[src/rtl/step_sequencer_multi_if.sv]
// Command channel for step_sequencer_multi.
// Ports: valid/ready handshake plus chan, dir, mode, period, steps, hold.
interface step_sequencer_multi_if #(
  parameter int CHANNELS = 4,
  parameter int DIV_W    = 16,
  parameter int CNT_W    = 16
);
  localparam int CW = (CHANNELS > 1) ? $clog2(CHANNELS) : 1;

  logic             cmd_valid;
  logic             cmd_ready;
  logic [CW-1:0]    cmd_chan;
  logic             cmd_dir;
  logic [1:0]       cmd_mode;
  logic [DIV_W-1:0] cmd_period;
  logic [CNT_W-1:0] cmd_steps;
  logic             cmd_hold;

  modport master (
    output cmd_valid, cmd_chan, cmd_dir, cmd_mode,
    output cmd_period, cmd_steps, cmd_hold,
    input  cmd_ready
  );

  modport slave (
    input  cmd_valid, cmd_chan, cmd_dir, cmd_mode,
    input  cmd_period, cmd_steps, cmd_hold,
    output cmd_ready
  );
endinterface

[src/rtl/step_sequencer_multi.sv]
// Multi-channel stepper motor sequencer with per-channel divider.
// Ports: clk, reset (sync, high), cmd (slave), stop, busy, done,
// ax/ay/bx/by registered coil drives (bit c = channel c).
module step_sequencer_multi #(
  parameter int                  CHANNELS = 4,
  parameter int                  DIV_W    = 16,
  parameter int                  CNT_W    = 16,
  parameter logic [CHANNELS-1:0] OUT_INV  = {CHANNELS{1'b0}}
) (
  input  logic                 clk,
  input  logic                 reset,
  step_sequencer_multi_if.slave cmd,
  input  logic [CHANNELS-1:0]  stop,
  output logic [CHANNELS-1:0]  busy,
  output logic [CHANNELS-1:0]  done,
  output logic [CHANNELS-1:0]  ax,
  output logic [CHANNELS-1:0]  ay,
  output logic [CHANNELS-1:0]  bx,
  output logic [CHANNELS-1:0]  by
);
  localparam int CW = (CHANNELS > 1) ? $clog2(CHANNELS) : 1;

  typedef enum logic [1:0] {OFF, HOLD, RUN} st_t;

  function automatic logic [3:0] coil_tbl(input logic [2:0] i);
    logic [3:0] r;
    unique case (i)
      3'd0: r = 4'b1000;
      3'd1: r = 4'b1010;
      3'd2: r = 4'b0010;
      3'd3: r = 4'b0110;
      3'd4: r = 4'b0100;
      3'd5: r = 4'b0101;
      3'd6: r = 4'b0001;
      3'd7: r = 4'b1001;
    endcase
    return r;
  endfunction

  // Out-of-range channel numbers match nothing and stay not-ready.
  logic rdy;
  always_comb begin
    rdy = 1'b0;
    for (int c = 0; c < CHANNELS; c++)
      if (cmd.cmd_chan == CW'(c))
        rdy = !busy[c] && !stop[c];
  end
  assign cmd.cmd_ready = rdy;

  for (genvar c = 0; c < CHANNELS; c++) begin : g_ch
    st_t              st, n_st;
    logic [2:0]       idx, n_idx, stp;
    logic [DIV_W-1:0] div, n_div, per, n_per;
    logic [CNT_W-1:0] rem, n_rem;
    logic [1:0]       mode, n_mode;
    logic [3:0]       coil, n_coil;
    logic             dir, n_dir, hold, n_hold;
    logic             done_q, n_done, acc, odd;

    assign acc = cmd.cmd_valid && cmd.cmd_ready &&
                 (cmd.cmd_chan == CW'(c));

    // Full (and 11) rests on odd phases, wave on even ones;
    // a parity miss costs one half step before the double steps.
    assign odd = (mode != 2'b00);
    assign stp = (mode == 2'b10 || idx[0] != odd) ? 3'd1 : 3'd2;

    always_comb begin
      n_st   = st;
      n_idx  = idx;
      n_div  = div;
      n_rem  = rem;
      n_per  = per;
      n_dir  = dir;
      n_mode = mode;
      n_hold = hold;
      n_done = 1'b0;
      unique case (st)
        RUN: begin
          if (stop[c]) begin
            n_st   = OFF;
            n_done = 1'b1;
          end else if (div != '0) begin
            n_div = div - DIV_W'(1);
          end else if (rem != '0) begin
            n_idx = dir ? idx + stp : idx - stp;
            n_rem = rem - CNT_W'(1);
            n_div = per;
          end else begin
            // settle period after the last step has elapsed
            n_st   = hold ? HOLD : OFF;
            n_done = 1'b1;
          end
        end
        default: begin
          if (acc) begin
            n_per  = (cmd.cmd_period == '0) ? '0 :
                     cmd.cmd_period - DIV_W'(1);
            n_dir  = cmd.cmd_dir;
            n_mode = cmd.cmd_mode;
            n_hold = cmd.cmd_hold;
            if (cmd.cmd_steps == '0) begin
              n_st   = cmd.cmd_hold ? HOLD : OFF;
              n_done = 1'b1;
            end else begin
              n_st  = RUN;
              n_rem = cmd.cmd_steps;
              n_div = n_per;
            end
          end else if (stop[c]) begin
            n_st = OFF;
          end
        end
      endcase
      n_coil = (n_st == OFF) ? 4'b0000 : coil_tbl(n_idx);
    end

    always_ff @(posedge clk) begin
      if (reset) begin
        st     <= OFF;
        idx    <= '0;
        div    <= '0;
        rem    <= '0;
        per    <= '0;
        dir    <= 1'b0;
        mode   <= 2'b00;
        hold   <= 1'b0;
        done_q <= 1'b0;
        coil   <= {4{OUT_INV[c]}};
      end else begin
        st     <= n_st;
        idx    <= n_idx;
        div    <= n_div;
        rem    <= n_rem;
        per    <= n_per;
        dir    <= n_dir;
        mode   <= n_mode;
        hold   <= n_hold;
        done_q <= n_done;
        coil   <= n_coil ^ {4{OUT_INV[c]}};
      end
    end

    assign busy[c] = (st == RUN);
    assign done[c] = done_q;
    assign {ax[c], ay[c], bx[c], by[c]} = coil;
  end
endmodule

[src/flat_wrapper.sv]
// flat-port wrapper written by rule: the top's interface ports become plain ports
module step_sequencer_multi_flat 
#(
  parameter int                  CHANNELS = 4,
  parameter int                  DIV_W    = 16,
  parameter int                  CNT_W    = 16,
  parameter logic [CHANNELS-1:0] OUT_INV  = {CHANNELS{1'b0}}
)
  (clk, reset, stop, busy, done, ax, ay, bx, by, cmd_cmd_valid, cmd_cmd_chan, cmd_cmd_dir, cmd_cmd_mode, cmd_cmd_period, cmd_cmd_steps, cmd_cmd_hold, cmd_cmd_ready);
  step_sequencer_multi_if #(.CHANNELS(CHANNELS), .DIV_W(DIV_W), .CNT_W(CNT_W)) cmd_i ();
  input  logic clk;
  input  logic reset;
  input  logic [CHANNELS-1:0] stop;
  output logic [CHANNELS-1:0] busy;
  output logic [CHANNELS-1:0] done;
  output logic [CHANNELS-1:0] ax;
  output logic [CHANNELS-1:0] ay;
  output logic [CHANNELS-1:0] bx;
  output logic [CHANNELS-1:0] by;
  input wire logic [$bits(cmd_i.cmd_valid)-1:0] cmd_cmd_valid;
  input wire logic [$bits(cmd_i.cmd_chan)-1:0] cmd_cmd_chan;
  input wire logic [$bits(cmd_i.cmd_dir)-1:0] cmd_cmd_dir;
  input wire logic [$bits(cmd_i.cmd_mode)-1:0] cmd_cmd_mode;
  input wire logic [$bits(cmd_i.cmd_period)-1:0] cmd_cmd_period;
  input wire logic [$bits(cmd_i.cmd_steps)-1:0] cmd_cmd_steps;
  input wire logic [$bits(cmd_i.cmd_hold)-1:0] cmd_cmd_hold;
  output wire logic [$bits(cmd_i.cmd_ready)-1:0] cmd_cmd_ready;
  assign cmd_i.cmd_valid = cmd_cmd_valid;
  assign cmd_i.cmd_chan = cmd_cmd_chan;
  assign cmd_i.cmd_dir = cmd_cmd_dir;
  assign cmd_i.cmd_mode = cmd_cmd_mode;
  assign cmd_i.cmd_period = cmd_cmd_period;
  assign cmd_i.cmd_steps = cmd_cmd_steps;
  assign cmd_i.cmd_hold = cmd_cmd_hold;
  assign cmd_cmd_ready = cmd_i.cmd_ready;
  step_sequencer_multi #(.CHANNELS(CHANNELS), .DIV_W(DIV_W), .CNT_W(CNT_W), .OUT_INV(OUT_INV)) u_core (.clk(clk), .reset(reset), .cmd(cmd_i), .stop(stop), .busy(busy), .done(done), .ax(ax), .ay(ay), .bx(bx), .by(by));
endmodule
[config.mk]
export PLATFORM = sky130hd
export DESIGN_NAME = step_sequencer_multi_flat
export DESIGN_NICKNAME = d
export VERILOG_FILES = /design/src/rtl/step_sequencer_multi_if.sv /design/src/rtl/step_sequencer_multi.sv /design/src/flat_wrapper.sv
export SDC_FILE = /design/constraint.sdc
export NUM_CORES = 1
export LEC_CHECK = 0
export ABC_AREA = 1
export ABC_CLOCK_PERIOD_IN_PS = 6100
export CORE_MARGIN = 5
export CORE_UTILIZATION = 65
export CTS_CLUSTER_SIZE = 30
export DETAILED_ROUTE_END_ITERATION = 10
export GPL_TIMING_DRIVEN = 0
export HOLD_SLACK_MARGIN = 0.06
export PLACE_DENSITY = 0.85
export SLEW_MARGIN = 20
export SYNTH_ARGS = -nofsm -noshare
export SYNTH_HDL_FRONTEND = slang
export SYNTH_SLANG_ARGS = --single-unit
[constraint.sdc]
create_clock -name clk -period 6.1 [get_ports clk]
set_input_delay 1.22 -clock clk [delete_from_list [all_inputs] [get_ports clk]]
set_output_delay 1.22 -clock clk [all_outputs]
set_load 0.01 [all_outputs]
==> summary.md <==
| Metric | Value |
|---|---|
| Number of synthesized flops with an enable pin | 0 |
| # rows | 54 |
| Post-CTS Resized | 0 |
| Share of cells above drive strength 1 | 0.0574 |
| Internal power | ~0.0030 W |
| CTS tree | built |
| Clock power frac | 0.354 |
| Cell count after synthesis | ~2200 |
| DIE WIDTH | approximately 160 um |
| Die Area | ~25000 um^2 |
| Area Growth Syn to Fin | 13.2% |
| Most common cell in the netlist | nand2_1 |
| I/O pin count | 70 |
| Post-DP HPWL | about 36000 um |
| First DRT Iteration DRCs | 2141 |
| Max_slew headroom | 0.458 |
| Final Hold Vio Count | 0 |
| Final Critical Period | around 4.3 ns |
| Async set or reset register ratio after synthesis | 0 |
| Leak Pwr | 7.11 nW |
| # fillers | around 1900 |
| Family with the most delay on the worst path | buffers and inverters |
| Core area | approximately 22000 um^2 |
| CTS Sinks | 248 |
| First-pass GRT wire length | roughly 76000 um |
| Synthesized area | about 14000 um^2 |
| IO buf count | between 60 and 70 |
| Final cell count without fillers | between 2000 and 3000 |
| Total number of vias | 15965 |
| Setup TNS | 0 ns |
| Clk_skew | 0.0191 ns |
| Setup CP Type | flop to output pin |
| Outcome | completed |
| Register area share after synthesis | 0.345 |
| Worst path bufs/invs | 6 |
| H-tree depth | 1 |
| Number of global-route vias before repair | between 10000 and 15000 |
| Critical path's slowest cell | clkdlybuf4s50_1 |
| Routed wire length | between 40000 and 50000 um |
| Sw power | around 0.0015 W |
| Post-DP Area | 15400 um^2 |
| Avg WL per Cell | 18.4 um |
| Comb pwr share | 0.257 |
| Root Buffer | clkbuf_16 |
| Mapped Nets | 2295 |
| Worst IR Drop VDD | between 0.0002 and 0.00025 V |
| Via/cell ratio | ~6 |
| Worst-Skew Late Latency | 0.55 ns |
| Unique masters post-synth | 51 |
| Final Cycle Share | 0.707 |
| Crit-path cells | inv_1 > nand2_1 > buf_2 > inv_1 > clkbuf_1 > clkbuf_1 > clkdlybuf4s50_1 |
| Final setup viols | 0 |
| Post-synth top area cell | dfxtp_1 |
| Most instantiated cells after synthesis | nand2_1, nor2_1, dfxtp_1, o21ai_0, inv_1 |
| Worst Hold Class | flop to flop |
| Switching part of the total | 0.340 |
| Fin area | 16300 um^2 |
| Hold Crit Depth | 2 |
| Largest net degree at the start of global routing | 14 |
| Share of total power in sequential cells | 0.389 |
| Mean area per synthesized cell | between 6 and 7 um^2 |
| Worst slew pin tran | slightly above 0.8 ns |
| Synth Register Bits | about 250 |
| CTS clk-pin slew, worst paths | 0.06 ns |
| Critical Path Stages | 7 |
| Dpl cells | between 2000 and 3000 |
| Die Span Y | ~160 um |
| CP arrival | between 3 and 4 ns |
| Max Cap Viol | 0 |
| Initial antenna violation count | 0 |
| Warnings from Yosys | 0 |
| Crit path required time | between 4 and 5 ns |
| Post-synth top area share | 0.345 |
| RePlAce Congestion | 1.00 |
| Power density over the cells | roughly 280 nW/um^2 |
| DR DRC count | 0 |
| Unrepaired setup endpoints after global routing | false |
| Initial Utilization | 0.659 |
| Grt ovf | 0 |
| CP peak stage delay | about 0.66 ns |
| Hold_ws | 0.457 ns |
| Antenna-violating nets left | 0 |
| Cell count of the worst reg-to-reg path | 9 |
| Max Slew Vio Count | 0 |
| Fin nets | around 2400 |
| Main synth FF type | dfxtp_1 |
| Post-CTS setup buffers | 0 |
| Crit. End Element | output pin |
| Diodes inserted | 0 |
| GR Util All Layers | 0.362 |
| CTS Hold Buffers Added | 0 |
| TritonCTS Buffers | 27 |
| Critical Path Fanout Max | 10 |
| Highest Clock Rate | 232 MHz |
| Longest Clk Path Bufs | 3 |
| Area contributors post-synth | dfxtp_1, nand2_1, nor2_1, o21ai_0, a21oi_1 |
| CP Launch Type | flop |
| Pre-antenna DRT Iters | 6 |
[power by group through the flow]
stage	clock network, W	logic (W)	registers [W]
6_report	0.00161	0.00117	0.00177
5_1_grt	0.00167	0.00128	0.00177
4_1_cts	0.00160	0.00113	0.00176
3_5_place_dp	0	0.00112	0.00180
3_3_place_gp	0	0.00110	0.00179
2_1_floorplan	0	0.000806	0.00178
[stage by stage]
step	total power, W	setup slack (ns)	utilization
2_1_floorplan	0.00259	3.19	-
4_1_cts	0.00450	1.89	0.746
6_report	0.00454	1.79	0.746
3_5_place_dp	0.00291	1.93	0.707
3_3_place_gp	0.00289	1.78	0.706
5_1_grt	0.00472	1.74	0.746
[logic make-up (layout without fill, tap and decap cells)]
family	count (synthesis)	after routing	share of synthesized area
buffers and inverters	341	456	0.0956
AO/OA/AOI/OAI	557	557	0.209
flip-flops	248	248	0.345
XOR/XNOR	54	54	0.0329
adder cells (fa/ha/maj)	14	14	0.0143
AND/OR/NAND/NOR	1022	1022	0.303
[final timing paths]
path | slack, ns | endpoint | start
worst max-delay path | 1.79 | busy[3] | u_core.g_ch[3].st[0]$_SDFF_PP0_
worst min-delay path | 0.46 | u_core.g_ch[3].per[1]$_SDFFE_PP0P_ | u_core.g_ch[3].per[1]$_SDFFE_PP0P_
worst max register to register | 3.53 | u_core.g_ch[0].div[10]$_SDFFE_PP0P_ | u_core.g_ch[0].st[0]$_SDFF_PP0_
worst min register to register | 0.46 | u_core.g_ch[3].per[1]$_SDFFE_PP0P_ | u_core.g_ch[3].per[1]$_SDFFE_PP0P_
[final cells by class]
cell class	count	area, um^2	share of cell area
Clock inverter	8	68.8	0.00423
Clock buffer	38	787	0.0484
Tap cell	280	350	0.0215
Timing Repair Buffer	69	688	0.0423
Multi-Input combinational cell	1647	8040	0.494
Sequential cell	248	4960	0.305
Buffer	96	450	0.0277
Inverter	245	923	0.0567
[placed cells by master (no fill, tap or decap), types with 24 or more instances in the layout]
cell type,n
nand2_1,434
clkbuf_16,27
a21oi_1,204
nor2_1,355
inv_1,235
clkbuf_1,66
nand3_1,120
clkdlybuf4s50_1,68
nand4_1,35
xor2_1,39
dfxtp_1,248
o21ai_0,248
nor3_1,24
[worst min-delay path: cells and delay by family, from the launching register on]
family                 cells  cell delay [ns]
buffers and inverters      1             0.06
AO/OA/AOI/OAI              1             0.05
flip-flops                 1             0.30
[registers in the layout, indices dropped and copies added (netlist names)]
name	count
u_core.g_ch.idx	12
u_core.g_ch.st	8
u_core.g_ch.per	64
u_core.g_ch.coil	16
u_core.g_ch.mode	8
u_core.g_ch.dir	4
u_core.g_ch.done_q	4
u_core.g_ch.rem	64
u_core.g_ch.hold	4
u_core.g_ch.div	64
[per-layer routing]
layer,track usage,wire (um),vias to the layer above
met5,0,0,-
met4,0.150,2320,0
met3,0.0697,6200,164
met2,0.545,20600,990
met1,0.511,19400,7284
li1,-,-,7527
Note: power is estimated with default switching activity, not from simulation.
